File: config.mk
export PLATFORM = sky130hd
export DESIGN_NAME = agc_fetch_queue
export DESIGN_NICKNAME = d
export VERILOG_FILES = /design/src/rtl/agc_pkg.sv /design/src/rtl/agc_sync_fifo.sv /design/src/rtl/agc_fetch_queue.sv
export SDC_FILE = /design/constraint.sdc
export NUM_CORES = 1
export LEC_CHECK = 0
export ABC_CLOCK_PERIOD_IN_PS = 3000
export BUFFER_PORTS_ARGS = -buffer_cell sky130_fd_sc_hd__buf_2
export CAP_MARGIN = 15
export CORE_MARGIN = 2
export CORE_UTILIZATION = 50
export DETAILED_ROUTE_END_ITERATION = 10
export PLACE_DENSITY = 0.71
export SYNTH_ARGS = -nofsm -noshare
export SYNTH_HDL_FRONTEND = slang
export SYNTH_SLANG_ARGS = --single-unit
File: constraint.sdc
create_clock -name clk -period 3 [get_ports clk]
set_input_delay 0.3 -clock clk [delete_from_list [all_inputs] [get_ports clk]]
set_output_delay 0.3 -clock clk [all_outputs]
set_load 0.005 [all_outputs]
File: src/rtl/agc_pkg.sv
// Shared constants for the AGC fetch/decode path: EXTEND word, instruction field layout
// and basic opcode values.
package agc_pkg;

    localparam int unsigned INSTR_W = 15;

    localparam logic [INSTR_W-1:0] EXTEND_WORD = 15'o00006;

    localparam int unsigned OPCODE_LSB = 12;
    localparam int unsigned OPCODE_W   = 3;
    localparam int unsigned QC_LSB     = 10;
    localparam int unsigned QC_W       = 2;
    localparam int unsigned PERIPH_BIT = 9;
    localparam int unsigned ADDR12_W   = 12;
    localparam int unsigned ADDR10_W   = 10;

    localparam logic [OPCODE_W-1:0] OP_TC    = 3'd0;
    localparam logic [OPCODE_W-1:0] OP_CCS   = 3'd1;
    localparam logic [OPCODE_W-1:0] OP_INDEX = 3'd2;
    localparam logic [OPCODE_W-1:0] OP_XCH   = 3'd3;
    localparam logic [OPCODE_W-1:0] OP_CS    = 3'd4;
    localparam logic [OPCODE_W-1:0] OP_TS    = 3'd5;
    localparam logic [OPCODE_W-1:0] OP_AD    = 3'd6;
    localparam logic [OPCODE_W-1:0] OP_MASK  = 3'd7;

endpackage

File: src/rtl/agc_sync_fifo.sv
// Synchronous FIFO with occupancy count and flush; DEPTH must be a power of two so the
// pointers wrap naturally.
module agc_sync_fifo #(
    parameter int unsigned WIDTH = 15,
    parameter int unsigned DEPTH = 4
) (
    input  logic                       clk_i,
    input  logic                       rst_ni,
    input  logic                       flush_i,
    input  logic                       push_i,
    input  logic                       pop_i,
    input  logic [WIDTH-1:0]           wdata_i,
    output logic [WIDTH-1:0]           rdata_o,
    output logic                       full_o,
    output logic                       empty_o,
    output logic [$clog2(DEPTH+1)-1:0] count_o
);

    localparam int unsigned PtrW = $clog2(DEPTH);
    localparam int unsigned CntW = $clog2(DEPTH+1);

    logic [WIDTH-1:0] mem_q [DEPTH];
    logic [PtrW-1:0]  wptr_q, wptr_d;
    logic [PtrW-1:0]  rptr_q, rptr_d;
    logic [CntW-1:0]  count_q, count_d;
    logic             do_push, do_pop;

    assign full_o  = (count_q == CntW'(DEPTH));
    assign empty_o = (count_q == '0);
    assign count_o = count_q;
    assign rdata_o = mem_q[rptr_q];

    assign do_push = push_i & ~full_o;
    assign do_pop  = pop_i & ~empty_o;

    always_comb begin
        wptr_d  = wptr_q;
        rptr_d  = rptr_q;
        count_d = count_q;
        if (do_push) wptr_d = wptr_q + 1'b1;
        if (do_pop)  rptr_d = rptr_q + 1'b1;
        if (do_push && !do_pop) count_d = count_q + 1'b1;
        else if (!do_push && do_pop) count_d = count_q - 1'b1;
    end

    always_ff @(posedge clk_i) begin
        if (!rst_ni || flush_i) begin
            wptr_q  <= '0;
            rptr_q  <= '0;
            count_q <= '0;
        end else begin
            wptr_q  <= wptr_d;
            rptr_q  <= rptr_d;
            count_q <= count_d;
        end
    end

    // Storage needs no reset: occupancy tracking guarantees stale entries are never read.
    always_ff @(posedge clk_i) begin
        if (do_push) mem_q[wptr_q] <= wdata_i;
    end

endmodule

File: src/rtl/agc_fetch_queue.sv
// AGC fetch/decode stage: queues memory words, swallows EXTEND prefixes and presents decoded
// fields via valid/ready. Optional odd-parity check on input words with AGC_PARITY_CHECK_EN.
module agc_fetch_queue
    import agc_pkg::*;
#(
    parameter int unsigned WORD_W = 15,
    parameter int unsigned DEPTH  = 4
) (
    input  logic                       clk,
    input  logic                       rst_n,
    input  logic                       tp,
    input  logic                       mem_valid,
    output logic                       mem_ready,
    input  logic [WORD_W-1:0]          mem_word,
`ifdef AGC_PARITY_CHECK_EN
    input  logic                       mem_par,
`endif
    input  logic                       flush,
    output logic                       dec_valid,
    input  logic                       dec_ready,
    output logic [2:0]                 opcode,
    output logic [1:0]                 qc,
    output logic                       periph,
    output logic [11:0]                addr12,
    output logic [9:0]                 addr10,
    output logic                       extracode,
    output logic [$clog2(DEPTH+1)-1:0] count,
    output logic                       parity_err
);

    logic [INSTR_W-1:0] word_in, head;
    logic [INSTR_W-1:0] word_q;
    logic               dec_valid_q, ext_q, extracode_q;
    logic               full, empty, accept, par_ok, push, swallow, load;

    assign word_in = mem_word[WORD_W-1 -: INSTR_W];

`ifdef AGC_PARITY_CHECK_EN
    logic parity_err_q;

    assign par_ok = ^{mem_par, mem_word};

    always_ff @(posedge clk) begin
        if (!rst_n) parity_err_q <= 1'b0;
        else        parity_err_q <= accept & ~par_ok;
    end

    assign parity_err = parity_err_q;
`else
    assign par_ok     = 1'b1;
    assign parity_err = 1'b0;
`endif

    assign mem_ready = ~full;
    assign accept    = tp & mem_valid & mem_ready;
    assign push      = accept & par_ok & ~flush;

    // An EXTEND at the head is dropped without waiting for the output register.
    assign swallow = ~empty & (head == EXTEND_WORD);
    assign load    = ~empty & (head != EXTEND_WORD) & (~dec_valid_q | dec_ready);

    agc_sync_fifo #(
        .WIDTH (INSTR_W),
        .DEPTH (DEPTH)
    ) u_fifo (
        .clk_i   (clk),
        .rst_ni  (rst_n),
        .flush_i (flush),
        .push_i  (push),
        .pop_i   (swallow | load),
        .wdata_i (word_in),
        .rdata_o (head),
        .full_o  (full),
        .empty_o (empty),
        .count_o (count)
    );

    always_ff @(posedge clk) begin
        if (!rst_n || flush) begin
            word_q      <= '0;
            dec_valid_q <= 1'b0;
            ext_q       <= 1'b0;
            extracode_q <= 1'b0;
        end else begin
            if (load) begin
                word_q      <= head;
                dec_valid_q <= 1'b1;
                extracode_q <= ext_q;
                ext_q       <= 1'b0;
            end else if (dec_ready) begin
                dec_valid_q <= 1'b0;
            end
            if (swallow) ext_q <= 1'b1;
        end
    end

    assign dec_valid = dec_valid_q;
    assign extracode = extracode_q;
    assign opcode    = word_q[OPCODE_LSB +: OPCODE_W];
    assign qc        = word_q[QC_LSB +: QC_W];
    assign periph    = word_q[PERIPH_BIT];
    assign addr12    = word_q[ADDR12_W-1:0];
    assign addr10    = word_q[ADDR10_W-1:0];

endmodule

==> results of run 1 <==
[routing by layer]
metal / GRT usage, % / part of all wire, %
met1: 23.1 / 46
met2: 26.9 / 48
met3: 3.88 / 4.6
met4: 9.63 / 2.0
met5: 0 / 0
[power by group]
group	leakage [nW]	internal (mW)	total, mW	switching [mW]
registers	0.760	1.32	1.36	0.0319
clock network	0.0940	0.318	0.760	0.441
logic	0.628	0.198	0.451	0.253
total	1.48	1.84	2.57	0.726
[final cells by class]
type	instances	area, um2	share of cell area [%]
Timing Repair Buffer	65	398	9.62
Inverter	3	11.3	0.272
Multi-Input combinational cell	116	1080	26.0
Clock inverter	7	61.3	1.48
Clock buffer	9	124	2.99
Sequential cell	87	2340	56.6
Tap cell	99	124	2.99
[path summary, 6_finish.rpt]
check / startpoint / endpoint / slack (ps) / depth (start not counted)
max: register / u_fifo.count_o[2] / 160 / 11
min: mem_word[4] / u_fifo.mem_q[3][4] / 160 / 1
max reg2reg: register / u_fifo.count_o[2] / 160 / 11
min reg2reg: extracode / extracode / 480 / 2
[sequential cells by signal, indices dropped and copies added, names as in the netlist, named ones only]
name            count
u_fifo.mem_q       60
u_fifo.rptr_q       2
u_fifo.count_o      3
word_q             15
ext_q               1
dec_valid           1
extracode           1
u_fifo.wptr_q       2
[synthesized netlist by cell type (3+ instances only)]
| cell type | number |
|---|---|
| edfxtp_1 | 60 |
| dfxtp_1 | 27 |
| nand3_1 | 16 |
| buf_4 | 14 |
| o21ai_1 | 14 |
| a21oi_1 | 13 |
| mux4_1 | 9 |
| a21oi_2 | 8 |
| nor2_1 | 8 |
| mux4_2 | 6 |
| o21ai_0 | 6 |
| clkbuf_1 | 5 |
| ha_1 | 5 |
| and2_1 | 4 |
| or3_1 | 4 |
| inv_1 | 3 |
| nand2_1 | 3 |
[worst max-delay path: stages, from the launching register on]
cell and delay (ps):
dfxtp_1 370, buf_12 170, mux4_1 640, nor4b_4 320, and4_1 260, o21ai_2 60
ha_2 190, inv_1 70, fa_2 190, xor2_1 70, or3_1 300, a21oi_1 140
[cell families after synthesis]
family	synth area share [%]
DFF	64.8
and+or+nand+nor	8.44
AOI/OAI and AO/OA	7.16
buffers and inverters	5.71
muxes	10.8
adders and majority gates	2.28
xor gates and xnor gates	0.727
other	0.104
[stage by stage]
step	power, mW	utilization, %	setup WS (ps)	instances
after floorplan	1.71	-	22.3	232
after global placement	1.82	55.0	196	369
after detailed placement	1.83	55.0	148	369
after CTS	2.59	57.6	114	385
final	2.57	58.0	159	386
after global routing	2.70	58.0	2.39	386
[what timing repair did]
item                                    CTS  global route
hold endpoints to repair                  0             0
endpoints found under the setup margin    0             1
resized for setup                         0             1
==> impl_metrics.py, run 1 <==
metrics = {
    "pwr": {
        "leakagePower_nw": 1.48,
        "power.density_nw_per_um2": 620,
        "irDropWorstVdd_uv": 239,
    },
    "place": {
        "globalplace.congestion": 0.749,
        "io_buffers": 54,
        "hpwlAfterDp_mm": 4.31,
        "placed_area_um2": 3930,
    },
    "timing": {
        "worst_pin_slew_ps": 783,
        "max_freq_mhz": 352,
        "period_needed_ps": 2840,
        "hold_ws_ps": 157,
        "tns_ps": 0,
        "max-slew-margin-rel_pct": 47.8,
        "fin_worst_skew_ps": 9.82,
        "slew_viol_final": 0,
        "finalHoldViolCount": 0,
        "finalSetupViolCount": 0,
        "grt_setup_unrepaired": "false",
        "finalCritPeriodShare_pct": 94.7,
    },
    "final_layout": {
        "final_layout_size_suffix_gt1_share_pct": 36.9,
        "n_antenna_cell": 0,
        "area_delta_synth_final_pct": 14.4,
        "design_area_um2": 4140,
        "fill_cells": 590,
        "layout.nets": 309,
        "final_common_cell": "edfxtp_1",
        "final_cell_mix": "edfxtp_1, buf_2, dfxtp_1, nand3_1, o21ai_1",
    },
    "route": {
        "route.detailed.drc": 0,
        "ant_nets": 0,
        "wl_per_cell_um": 16.5,
        "drt_iter0_drc": 98,
        "drtPass1Iterations": 4,
        "via_count": 2053,
        "viasPerCell": 5.32,
        "totalWireLength_mm": 6.35,
    },
    "grt": {
        "grt_max_degree": 27,
        "track_usage_pct": 17.4,
        "grt_pass1_vias": 1957,
        "antenna_found_initial": 0,
        "grt_overflow_total": 0,
        "grt_pass1_wl_mm": 9.96,
    },
    "critical_path": {
        "crit_type": "register to register",
        "cp.arrival_ps": 3130,
        "cp_max_fo": 15,
        "crit_path_end_kind": "register",
        "cp.required_ps": 3290,
        "critPathLaunchType": "register",
    },
    "logic_synthesis": {
        "synthFlopType": "edfxtp_1",
        "synth_area_leaders": "edfxtp_1, dfxtp_1, mux4_1",
        "synth_cell_types": 38,
        "syn_nets": 259,
        "ys_seq_area_share_pct": 64.8,
        "yosys_warnings": 0,
        "synth.top_cell.area_share_pct": 49.8,
        "synth_edf_count": 60,
        "netlist_area_um2": 3620,
        "synth.avg_cell_area_um2": 15.6,
        "ys_ff_latch": 87,
        "synth_cells": 232,
        "postSynth.asyncResetShare_pct": 0,
        "yosysTopAreaCell": "edfxtp_1",
    },
    "clocking": {
        "cts_tree": "yes",
        "clockBufferDepth": 2,
        "insertion_delay_ps": 350,
        "cts_setup_buffers": 0,
        "cts.hold.buffers_added": 0,
        "cts_buffers": 9,
        "clk_pin_slew_worst_paths_ps": 90,
        "cts_sinks": 87,
        "htreeDepth": 3,
        "root_buffer": "clkbuf_8",
    },
    "flow_run": {
        "drv_cap": 0,
    },
    "floorplanning": {
        "fp-row-count": 31,
        "die_w_um": 89.1,
        "die-area_um2": 7930,
        "core_um2": 7140,
        "die_h_um": 89.1,
        "ios": 56,
        "initial_core_util_pct": 50.7,
    },
    "run_status": {
        "status": "finished clean",
    },
    "hold_path": {
        "hold_path.class": "input pin to register",
    },
}
Note: power is estimated with default switching activity, not from simulation.
==> inputs of run 2 (changes only) <==
--- a/config.mk
+++ b/config.mk
@@ -9,9 +9,9 @@
 export BUFFER_PORTS_ARGS = -buffer_cell sky130_fd_sc_hd__buf_2
 export CAP_MARGIN = 15
 export CORE_MARGIN = 2
-export CORE_UTILIZATION = 50
+export CORE_UTILIZATION = 51
 export DETAILED_ROUTE_END_ITERATION = 10
-export PLACE_DENSITY = 0.71
+export PLACE_DENSITY = 0.73
 export SYNTH_ARGS = -nofsm -noshare
 export SYNTH_HDL_FRONTEND = slang
 export SYNTH_SLANG_ARGS = --single-unit
==> run 2 against run 1 <==
  * Routed wire length fell by 3.7%
  * Global-route usage rose by 0.19 points
  * Worst hold slack got worse by 1.4 ps
  * Via count fell by 0.78%
  * Sequential cell count did not move
  * Sequential share of layout area rose by 0.43 points
  * Combinational power fell by 1%
  * Cell count fell by 1.3%
  * Utilization rose by 2.1 points
  * Register-to-register slack improved by 30 ps
  * Highest routed layer unchanged
==> impl_metrics.py, run 2 (synthesized netlist as in run 1, its figures left out) <==
metrics = {
    "place": {
        "dp.cells": 364,
        "hpwlAfterDp_mm": 4.15,
        "io_buffers": 54,
        "globalplace.congestion": 0.753,
    },
    "floorplanning": {
        "core_um2": 6830,
        "die_h_um": 88.2,
        "fp-row-count": 30,
        "die_w_um": 88.2,
        "die-area_um2": 7780,
        "ios": 56,
        "initial_core_util_pct": 52.9,
    },
    "timing": {
        "grt_setup_unrepaired": "false",
        "max-slew-margin-rel_pct": 45.9,
        "tns_ps": 0,
        "worst_pin_slew_ps": 812,
        "finalHoldViolCount": 0,
        "fin_worst_skew_ps": 11.6,
        "period_needed_ps": 2810,
        "slew_viol_final": 0,
        "max_freq_mhz": 356,
        "finalSetupViolCount": 0,
        "hold_ws_ps": 156,
        "finalCritPeriodShare_pct": 93.7,
    },
    "critical_path": {
        "cp.required_ps": 3290,
        "reg2reg_depth": 11,
        "crit_type": "register to register",
        "critPathLaunchType": "register",
        "crit_path_end_kind": "register",
        "cp.arrival_ps": 3100,
        "rr_endpoint": "u_fifo.count_o[2]",
        "rrSetupSlack_ps": 190,
        "cp-endpoint": "u_fifo.count_o[2]",
        "cp_max_fo": 15,
    },
    "grt": {
        "grt_pass1_vias": 1964,
        "grt_overflow_total": 0,
        "track_usage_pct": 17.6,
        "antenna_found_initial": 0,
        "grt_max_degree": 27,
        "grt_pass1_wl_mm": 9.98,
    },
    "clocking": {
        "cts_buffers": 9,
        "clk_pin_slew_worst_paths_ps": 80,
        "htreeDepth": 3,
        "insertion_delay_ps": 350,
        "cts_sinks": 87,
        "cts-resized-gates": 0,
        "cts.hold.buffers_added": 0,
        "cts_tree": "yes",
        "cts_setup_buffers": 0,
        "root_buffer": "clkbuf_8",
        "clockBufferDepth": 2,
    },
    "pwr": {
        "power.density_nw_per_um2": 631,
        "internal_power_mw": 1.90,
        "swShare_pct": 26.6,
        "leakagePower_nw": 1.46,
        "pwr-share-comb_pct": 17.2,
        "power_frac_seq_pct": 52.2,
        "irDropWorstVdd_uv": 294,
        "clock_power_share_pct": 30.6,
        "total_power_mw": 2.59,
        "p_sw_uw": 688,
    },
    "route": {
        "dr_wl_met3_um": 264,
        "drt_iter0_drc": 86,
        "viasPerCell": 5.35,
        "routed.top_layer": "met4",
        "wl_met2_mm": 2.86,
        "route.detailed.drc": 0,
        "wl_per_cell_um": 16.0,
        "wl_met1_mm": 2.83,
        "ant_nets": 0,
        "totalWireLength_mm": 6.11,
        "via_count": 2037,
        "drtPass1Iterations": 4,
    },
    "final_layout": {
        "final_cell_mix": "edfxtp_1, buf_2, dfxtp_1, nand3_1, o21ai_1",
        "n_antenna_cell": 0,
        "final_layout_size_suffix_gt1_share_pct": 35.4,
        "final_common_cell": "edfxtp_1",
        "top_register": "u_fifo.mem_q",
        "largest_reg_flops": 60,
        "area_delta_synth_final_pct": 13.5,
        "utilization_pct": 60.1,
        "fin_cells": 381,
        "layout.nets": 307,
    },
    "hold_path": {
        "hold_path.class": "input pin to register",
    },
    "run_status": {
        "status": "finished clean",
    },
    "flow_run": {
        "drv_cap": 0,
    },
}
run 2: cell types whose count changed in the layout (fill, tap and decap cells not counted), sizes merged:
cell / previous run / this run
bufinv: 0 / 1
buf: 65 / 63
clkinvlp: 1 / 2
inv: 7 / 5
run 2: worst min path at each step:
stage / from / endpoint / slack, ps / cells past startpoint
after floorplan: mem_word[0] / u_fifo.mem_q[0][0] / 400 / 0
after global placement: ext_q / extracode / 460 / 2
after detailed placement: ext_q / extracode / 460 / 2
after CTS: mem_word[8] / u_fifo.mem_q[0][8] / 140 / 1
after global routing: mem_word[0] / u_fifo.mem_q[0][0] / 150 / 1
final: mem_word[8] / u_fifo.mem_q[0][8] / 160 / 1
run 2: cell type report:
cell class	instances	area [um2]
fill	563	2730
inverter	3	11.3
multi-input combinational	116	1080
timing repair buffer	63	358
clock buffer	9	124
tap	96	120
sequential	87	2340
clock inverter	7	70.1
run 2: metal layers:
layer / GRT usage (%) / up-vias
met5: 0 / -
met2: 26.2 / 54
li1: - / 972
met4: 9.09 / 0
met1: 24.2 / 998
met3: 4.76 / 13
run 2: critical path: stages (launching register included):
cell and delay [ps]:
dfxtp_1 360, buf_12 170, mux4_1 630, nor4_4 300
and4_1 260, o21ai_2 70, ha_2 200, inv_1 70
fa_2 190, xor2_1 70, or3_1 300, a21oi_1 130
run 2: metrics by stage:
stage          setup WS [ps]  area (um2)
2_1_floorplan           22.3        3630
3_3_place_gp             204        3900
3_5_place_dp             170        3900
4_1_cts                  148        4090
5_1_grt                 28.6        4110
6_report                 188        4110
run 2: power groups by stage:
stage                     clock network, mW  registers (mW)  logic, mW
after detailed placement                  0            1.38      0.442
final                                 0.793            1.35      0.445
after CTS                             0.808            1.35      0.445
after global routing                  0.858            1.36      0.493
after global placement                    0            1.38      0.438
after floorplan                           0            1.38      0.331
